File: config.mk
export PLATFORM = sky130hd
export DESIGN_NAME = pck_socket_fifo
export DESIGN_NICKNAME = d
export VERILOG_FILES = /design/src/rtl/pck_socket_fifo.sv
export SDC_FILE = /design/constraint.sdc
export NUM_CORES = 1
export LEC_CHECK = 0
export BUFFER_PORTS_ARGS = -buffer_cell sky130_fd_sc_hd__buf_2
export CELL_PAD_IN_SITES_DETAIL_PLACEMENT = 2
export CELL_PAD_IN_SITES_GLOBAL_PLACEMENT = 2
export CORE_MARGIN = 2
export CORE_UTILIZATION = 41
export DETAILED_ROUTE_END_ITERATION = 8
export HOLD_SLACK_MARGIN = 0.1
export PLACE_DENSITY_LB_ADDON = 0.08
export SYNTH_ARGS = -nofsm -noshare
export SYNTH_HDL_FRONTEND = slang
export SYNTH_SLANG_ARGS = --single-unit
File: constraint.sdc
create_clock -name clk -period 2.7 [get_ports clk]
set_input_delay 0.27 -clock clk [delete_from_list [all_inputs] [get_ports clk]]
set_output_delay 0.27 -clock clk [all_outputs]
set_load 0.01 [all_outputs]
File: src/rtl/pck_socket_fifo.sv
`default_nettype none
// ============================================================================
//  Module      : pck_socket_fifo
//  Description : Socket-side input buffer in front of a PCK processing module.
//                Words arrive on a data/dv push port. They are handed to the
//                module through a registered pop port with one cycle of read
//                latency. The empty state is reported back upstream.
//                Full and empty come from an occupancy counter, not from
//                comparing the pointers.
//  Options     : `define PCK_SOCKET_FIFO_STATS_EN adds the ovf_cnt, udf_cnt
//                and err_sticky error-statistics outputs.
//  Revision    : 1.0 - initial release
// ============================================================================
module pck_socket_fifo #(
  parameter int DATA_WIDTH  = 8,
  parameter int DEPTH       = 16,
  parameter int AFULL_LEVEL = 14
) (
  input  logic                       clk,
  input  logic                       rst,
  input  logic [DATA_WIDTH-1:0]      in_data,
  input  logic                       in_dv,
  output logic                       in_empty,
  output logic                       almost_full,
  output logic [DATA_WIDTH-1:0]      out_data,
  output logic                       out_dv,
  output logic                       out_full,
  input  logic                       out_rd_en,
`ifdef PCK_SOCKET_FIFO_STATS_EN
  output logic [15:0]                ovf_cnt,
  output logic [15:0]                udf_cnt,
  output logic                       err_sticky,
`endif
  output logic [$clog2(DEPTH):0]     count
);

  localparam int PTR_W = $clog2(DEPTH);
  localparam int CNT_W = PTR_W + 1;

  localparam logic [CNT_W-1:0] c_depth = CNT_W'(DEPTH);
  localparam logic [CNT_W-1:0] c_afull = CNT_W'(AFULL_LEVEL);
  localparam logic [CNT_W-1:0] c_one   = CNT_W'(1);
  localparam logic [PTR_W-1:0] c_ptr1  = PTR_W'(1);

  logic [DATA_WIDTH-1:0] r_mem [DEPTH];
  logic [PTR_W-1:0]      r_wr_ptr;
  logic [PTR_W-1:0]      r_rd_ptr;

  logic                  w_not_empty;
  logic                  w_not_full;
  logic                  w_pop;
  logic                  w_push;
  logic [CNT_W-1:0]      w_count_nxt;

  // A pop needs a stored word. A push needs a free slot, or a slot freed by
  // a pop in the same cycle. An empty FIFO never falls through.
  always_comb begin
    w_not_empty = (count != '0);
    w_not_full  = (count < c_depth);
    w_pop       = out_rd_en && w_not_empty;
    w_push      = in_dv && (w_not_full || w_pop);
  end

  // Next occupancy: push-only adds one, pop-only removes one, both or neither hold.
  always_comb begin
    w_count_nxt = count;
    if (w_push && !w_pop) begin
      w_count_nxt = count + c_one;
    end else if (w_pop && !w_push) begin
      w_count_nxt = count - c_one;
    end
  end

  // Pointers and occupancy; the pointers wrap naturally at DEPTH.
  always_ff @(posedge clk) begin
    if (!rst) begin
      r_wr_ptr <= '0;
      r_rd_ptr <= '0;
      count    <= '0;
    end else begin
      if (w_push) begin
        r_wr_ptr <= r_wr_ptr + c_ptr1;
      end
      if (w_pop) begin
        r_rd_ptr <= r_rd_ptr + c_ptr1;
      end
      count <= w_count_nxt;
    end
  end

  // Storage array. It has no reset: its contents are don't-care until written.
  always_ff @(posedge clk) begin
    if (rst && w_push) begin
      r_mem[r_wr_ptr] <= in_data;
    end
  end

  // Read port: register the head word on a pop and pulse out_dv for one cycle.
  // When no pop is accepted, out_data keeps its last value.
  always_ff @(posedge clk) begin
    if (!rst) begin
      out_data <= '0;
      out_dv   <= 1'b0;
    end else begin
      out_dv <= w_pop;
      if (w_pop) begin
        out_data <= r_mem[r_rd_ptr];
      end
    end
  end

  // Status flags are registered from the post-update count.
  // They therefore track count exactly, with no extra cycle of lag.
  always_ff @(posedge clk) begin
    if (!rst) begin
      in_empty    <= 1'b1;
      out_full    <= 1'b0;
      almost_full <= 1'b0;
    end else begin
      in_empty    <= (w_count_nxt == '0);
      out_full    <= (w_count_nxt == c_depth);
      almost_full <= (w_count_nxt >= c_afull);
    end
  end

`ifdef PCK_SOCKET_FIFO_STATS_EN
  logic w_drop;
  logic w_refuse;

  // Error events: a push dropped while full, or a pop refused while empty.
  always_comb begin
    w_drop   = in_dv && !w_push;
    w_refuse = out_rd_en && !w_pop;
  end

  // Saturating error counters, plus a sticky flag. Only reset clears them.
  always_ff @(posedge clk) begin
    if (!rst) begin
      ovf_cnt    <= '0;
      udf_cnt    <= '0;
      err_sticky <= 1'b0;
    end else begin
      if (w_drop && (ovf_cnt != 16'hFFFF)) begin
        ovf_cnt <= ovf_cnt + 16'd1;
      end
      if (w_refuse && (udf_cnt != 16'hFFFF)) begin
        udf_cnt <= udf_cnt + 16'd1;
      end
      if (w_drop || w_refuse) begin
        err_sticky <= 1'b1;
      end
    end
  end
`endif

endmodule
`default_nettype wire

==> results of run 1 <==
-- cell usage in the layout, fill, tap and decap left out, drive strengths merged, types with 6 or more instances in the layout --
master,n
edfxtp,128
a31o,9
mux4,32
nor2,7
and2,18
buf,39
and3,6
dfxtp,25
ha,8
a21oi,11
clkbuf,19
inv,13
nand2,10
a22oi,16
xnor2,9
-- registers in the layout, indices dropped and copies added, names as in the netlist --
| signal | flops |
|---|---|
| r_wr_ptr | 4 |
| out_data | 8 |
| almost_full | 1 |
| out_dv | 1 |
| count | 5 |
| out_full | 1 |
| r_mem | 128 |
| r_rd_ptr | 4 |
| in_empty | 1 |
-- area by class of cell --
class	count	area, um^2
inverters	9	33.78
repair buffers	39	235.2
multi-input cells	156	1619
clock inverters	13	167.7
flip-flops and latches	153	4345
clock buffers	19	432.9
fillers	1270	7415
well taps	184	230.2
-- how the worst max path moves through the flow --
stage / startpoint / end / slack, ns / depth (start not counted)
floorplan: count[0]$_SDFF_PN0_ / in_empty$_SDFF_PN1_ / 0.78 / 7
CTS: count[0]$_SDFF_PN0_ / out_data[2]$_SDFFE_PN0P_ / 0.32 / 7
global route: count[0]$_SDFF_PN0_ / out_data[2]$_SDFFE_PN0P_ / 0.16 / 7
detailed placement: count[0]$_SDFF_PN0_ / out_data[2]$_SDFFE_PN0P_ / 0.35 / 7
finish: count[0]$_SDFF_PN0_ / out_data[2]$_SDFFE_PN0P_ / 0.39 / 7
global placement: count[0]$_SDFF_PN0_ / out_data[2]$_SDFFE_PN0P_ / 0.39 / 7
-- power by group through the flow --
stage	Sequential [mW]	Combinational (mW)	Clock, mW
floorplan	2.84	0.753	0
global placement	2.84	1.10	0
detailed placement	2.84	1.13	0
CTS	2.80	1.15	2.48
global route	2.82	1.24	2.58
finish	2.79	1.12	2.45
-- stage by stage --
step                hold slack (ns)  area, um^2  utilization (%)  power (mW)  instances
floorplan                    0.3689        6073                -       3.591        335
global placement             0.4614        6464            44.64       3.940        541
detailed placement           0.4763        6464            44.64       3.977        541
CTS                          0.2300        7064            48.79       6.429        573
global route                 0.2372        7064            48.79       6.631        573
finish                       0.2412        7064            48.79       6.364        573
-- routing by layer --
layer,vias to the layer above,track usage (%)
li1,1423,-
met1,1682,27.20
met2,65,33.58
met3,12,4.460
met4,0,6.144
met5,-,0
-- cells by family (layout without fill, tap and decap cells) --
group	count (synthesis)	after routing
muxes	33	33
xor gates and xnor gates	9	9
buffers and inverters	26	80
and+or+nand+nor	62	62
AOI/OAI and AO/OA	44	44
adders and majority gates	8	8
DFF	153	153
==> metrics.yaml, run 1 <==
min_path_type: "primary input to flip-flop"
slew_headroom_pct: 36.48
post-place-ws_ns: 0.3466
p_int_mw: 4.655
drc: 0
r2r-start: "count[0]$_SDFF_PN0_"
syn_to_final_growth_pct: 16.32
worst-setup-path-type: "flip-flop to flip-flop"
post_synth_mux_area_share_pct: 12.03
async_reset_ff_share_pct: 0
synth.distinct_cells: 38
antenna_cells: 0
hpwl_um: 9457
synth_top_area_share_pct: 63.29
ys_seq_area_share_pct: 71.53
synth_most_common_cell: "edfxtp_1"
power_switching_mw: 1.709
p_clk_share_pct: 38.5
wl_um: 15010
min_from: "in_data[7]"
synth_compound_area_share_pct: 5.418
synth-adder-area-share_pct: 1.648
clock_sinks: 153
timing.final.crit_period_ns: 2.311
maxCapViolCount: 0
path_cells: "inv_1 -> ha_1 -> nor4b_4 -> nor2b_1 -> nand2_1 -> a21oi_1 -> a31o_1"
drt.antenna.violating_nets: 0
crit_buf_inv: 1
hold_viol_final: 0
final_layout_size_suffix_gt1_share_pct: 26.99
clock_latency_ns: 0.42
die_area_mm2: 0.01580
avgSynthCellArea_um2: 18.13
p_sw_share_pct: 26.86
clk_pin_slew_worst_paths_ns: 0.07
setup.worst_path.end_class: "flip-flop"
place.gp.congestion: 0.7270
met3_length_um: 701
r2r_cells: 7
yosys.area_share.simple_pct: 6.263
drt-met1-wl_um: 6407
cpPeakStageDelay_ns: 0.46
power.share.combinational_pct: 17.7
post-cts-setup-buffers: 0
fmax_ghz: 0.4327
cts_hold_buf: 0
setup_tns_ns: 0
reg2reg_to: "out_data[2]$_SDFFE_PN0P_"
max-vdd-ir-drop_mv: 0.4638
startpoint_type: "flip-flop"
synthTopCellsByArea: "edfxtp_1, mux4_2, dfxtp_1"
rows: 44
top_layer: "met4"
synth_top_family_by_area: "multiplexers"
rsz0062_at_grt: "false"
routedWlPerCell_um: 26.19
grt_overflow: 0
grt_pass1_vias: 3584
wl_met2_um: 7731
synth.top_cells.by_count: "edfxtp_1, mux4_2, dfxtp_1"
dr.pass1.iters: 4
crit_required_ns: 3.07
grt_pass1_wl_um: 23130
finalSetupViolCount: 0
die_h_um: 125.7
slew_viol_final: 0
worst_pin_slew_ns: 0.9493
io_pins: 29
cp_top_family: "simple AND/OR/NAND/NOR gates"
routed_via_density: 5.553
portBuffers: 28
die_w_um: 125.7
post_cts_resized: 0
status: "complete, no violations"
reg2reg_setup_slack_ns: 0.39
core-area_mm2: 0.01448
ys_ff_latch: 153
seq_power_share_pct: 43.9
grt_antenna_before_repair: 0
grt_use_total_pct: 20.33
holdPathStages: 1
syn-instance-count: 335
clk_root_buffer_cell: "clkbuf_16"
layout.nets: 396
min_to: "r_mem[1][7]$_DFFE_PP_"
ys_warn_count: 0
worstPathMaxFanout: 9
synth_edf_count: 128
numCtsBuffers: 17
final.period_utilization_pct: 85.59
grt_max_degree: 36
finClkSkew_ns: 0.008510
syn-cell-area_mm2: 0.006073
synth_top_area_cell: "edfxtp_1"
p_leak_nw: 2.381
vias: 3182
drt_iter0_markers: 215
yosys.area_share.xor_xnor_pct: 1.298
arrival_ns: 2.68
layout_setup_ws_ns: 0.3891
cts.path.max_buffers: 2
syn-num-nets: 355
start_util_pct: 41.95
htreeDepth: 4
synth-main-ff-cell: "edfxtp_1"
p_per_area_mw_per_mm2: 900.9
cts_tree: "built"
crit_slowest_cell: "dfxtp_1"
Note: power is estimated with default switching activity, not from simulation.
==> inputs of run 2 (changes only) <==
--- a/config.mk
+++ b/config.mk
@@ -6,8 +6,8 @@
 export NUM_CORES = 1
 export LEC_CHECK = 0
 export BUFFER_PORTS_ARGS = -buffer_cell sky130_fd_sc_hd__buf_2
-export CELL_PAD_IN_SITES_DETAIL_PLACEMENT = 2
-export CELL_PAD_IN_SITES_GLOBAL_PLACEMENT = 2
+export CELL_PAD_IN_SITES_DETAIL_PLACEMENT = 0
+export CELL_PAD_IN_SITES_GLOBAL_PLACEMENT = 1
 export CORE_MARGIN = 2
 export CORE_UTILIZATION = 41
 export DETAILED_ROUTE_END_ITERATION = 8
==> run 2 against run 1 <==
Compared with the run above:
- sequential share of layout area down 0.46 points
- sequential power hardly changed
- first-iteration DRC count grew 24%
- worst setup slack improved by 0.065 ns
- count of clock-buffer cells in the layout up 2
- non-clock buffer count increased by 8
- critical path type unchanged
- largest cell class unchanged
- largest power group unchanged
==> metrics.yaml, run 2 (same netlist as run 1, synthesis figures left out) <==
startpoint_type: "flip-flop"
finalSetupViolCount: 0  # unchanged
timing.final.crit_period_ns: 2.246  # -0.06469 ns
die_area_mm2: 0.01580  # unchanged
htreeDepth: 4  # unchanged
setup.worst_path.end_class: "flip-flop"
post-cts-setup-buffers: 0  # unchanged
rsz0062_at_grt: "false"
worst_pin_slew_ns: 0.7959  # -0.1534 ns
cts_hold_buf: 0  # unchanged
rows: 44  # unchanged
hold_viol_final: 0  # unchanged
r2r-start: "count[0]$_SDFF_PN0_"
numCtsBuffers: 17  # unchanged
p_clk_share_pct: 37.1  # -1.4 points
maxCapViolCount: 0  # unchanged
io_pins: 29  # unchanged
core-area_mm2: 0.01448  # unchanged
crit_required_ns: 3.06  # about the same
layout.nets: 404  # +2.0%
max-vdd-ir-drop_mv: 0.4558  # -1.7%
cts.path.max_buffers: 2  # unchanged
mostFrequentLayoutCells: "edfxtp_1, mux4_2, buf_2"
wl_um: 12920  # -14%
hpwl_um: 8184  # -13%
layout_commonest_cell: "edfxtp_1"
grt_overflow: 0  # unchanged
arrival_ns: 2.61  # -0.07 ns
grt_max_degree: 36  # unchanged
layout.cells.non_filler: 581  # +1.4%
grt_pass1_wl_um: 19810  # -14%
power.share.combinational_pct: 17.8  # about the same
antenna_cells: 0  # unchanged
clock_sinks: 153  # unchanged
slew_headroom_pct: 46.83  # +10 points
dr.pass1.iters: 5  # +1
portBuffers: 28  # unchanged
start_util_pct: 41.95  # unchanged
place.gp.congestion: 0.7589  # +4.4%
r2r_cells: 7  # unchanged
power_switching_mw: 1.563  # -8.5%
p_leak_nw: 2.425  # +1.9%
drt.antenna.violating_nets: 0  # unchanged
drc: 0  # unchanged
largest_reg_flops: 128  # unchanged
clk_root_buffer_cell: "clkbuf_16"
final_layout_size_suffix_gt1_share_pct: 27.20  # +0.21 points
fmax_ghz: 0.4452  # +2.9%
vias: 3123  # -1.9%
syn_to_final_growth_pct: 17.20
min_path_type: "primary input to flip-flop"
grt_pass1_vias: 3214  # -10%
routedWlPerCell_um: 22.24  # -15%
final.period_utilization_pct: 83.19  # -2.4 points
status: "complete, no violations"
grt_use_total_pct: 17.44  # -2.9 points
post_cts_resized: 0  # unchanged
setup.worst_path.start: "count[0]$_SDFF_PN0_"
p_int_mw: 4.647  # -0.16%
dp.cells: 549  # +1.5%
worst-setup-path-type: "flip-flop to flip-flop"
seq_power_share_pct: 45.1  # +1.2 points
crit_end: "out_data[4]$_SDFFE_PN0P_"
finClkSkew_ns: 0.004539  # -0.003972 ns
cts_tree: "built"
seq_area_mm2: 0.004345  # unchanged
reg_top3: "r_mem x128, out_data x8, count x5"
grt_antenna_before_repair: 0  # unchanged
largest-register: "r_mem"
clk_pin_slew_worst_paths_ns: 0.06  # about the same
routed_via_density: 5.375  # -3.2%
slew_viol_final: 0  # unchanged
p_sw_share_pct: 25.17  # -1.7 points
reg2reg_setup_slack_ns: 0.45  # +0.06 ns
setup_tns_ns: 0  # unchanged
worstPathMaxFanout: 9  # unchanged
fillers: 1218  # -4.1%
clock_latency_ns: 0.42  # about the same
multi_input_area_mm2: 0.001619  # unchanged
die_h_um: 125.7  # unchanged
die_w_um: 125.7  # unchanged
reg2reg_to: "out_data[4]$_SDFFE_PN0P_"
drt_iter0_markers: 266  # +24%
p_per_area_mw_per_mm2: 872.5  # -3.1%
-- run 2: worst min path at each step --
stage                                  start  slack (ns)  cells past startpoint                        to
floorplan                         in_data[0]        0.37                      0     r_mem[0][0]$_DFFE_PP_
global placement    out_data[1]$_SDFFE_PN0P_        0.50                      1  out_data[1]$_SDFFE_PN0P_
detailed placement  out_data[0]$_SDFFE_PN0P_        0.51                      1  out_data[0]$_SDFFE_PN0P_
CTS                                      rst        0.11                      2  r_wr_ptr[1]$_SDFFE_PN0N_
global route                             rst        0.13                      2  r_wr_ptr[1]$_SDFFE_PN0N_
finish                                   rst        0.13                      2  r_wr_ptr[1]$_SDFFE_PN0N_
-- run 2: through the flow --
stage	util (%)	hold slack (ns)	power (mW)	worst slack (ns)	instance area (um^2)
after global placement	45.23	0.5039	3.963	0.5627	6549
after detailed placement	45.23	0.5104	3.972	0.5109	6549
after CTS	49.16	0.1120	6.284	0.5016	7118
after floorplan	-	0.3689	3.591	0.7822	6073
final	49.16	0.1270	6.210	0.4538	7118
after global routing	49.16	0.1263	6.481	0.2571	7118
-- run 2: power by group through the flow --
| stage | combinational, mW | sequential [mW] | clock [mW] |
|---|---|---|---|
| detailed placement | 1.12 | 2.85 | 0 |
| finish | 1.11 | 2.80 | 2.30 |
| global placement | 1.11 | 2.85 | 0 |
| CTS | 1.13 | 2.80 | 2.35 |
| floorplan | 0.753 | 2.84 | 0 |
| global route | 1.21 | 2.82 | 2.45 |
-- run 2: final cells by class --
cell class | count | share of cell area (%)
clock buffers | 21 | 6.187
inverters | 9 | 0.4746
clock inverters | 11 | 1.811
multi-input cells | 156 | 22.75
flip-flops and latches | 153 | 61.05
well taps | 184 | 3.234
repair buffers | 47 | 4.500
-- run 2: layer usage --
layer | vias to the layer above | GRT usage, % | wire (um)
li1 | 1436 | - | -
met1 | 1624 | 25.53 | 6253
met2 | 48 | 25.60 | 6002
met3 | 15 | 4.163 | 476
met4 | 0 | 6.471 | 187
met5 | - | 0 | 0
-- run 2: critical path: stages, from the launching register on --
cell	delay, ns
dfxtp_1	0.45
inv_1	0.12
ha_1	0.21
nor4b_4	0.14
nor2b_1	0.48
nand2_1	0.42
a21oi_1	0.23
a31o_1	0.12
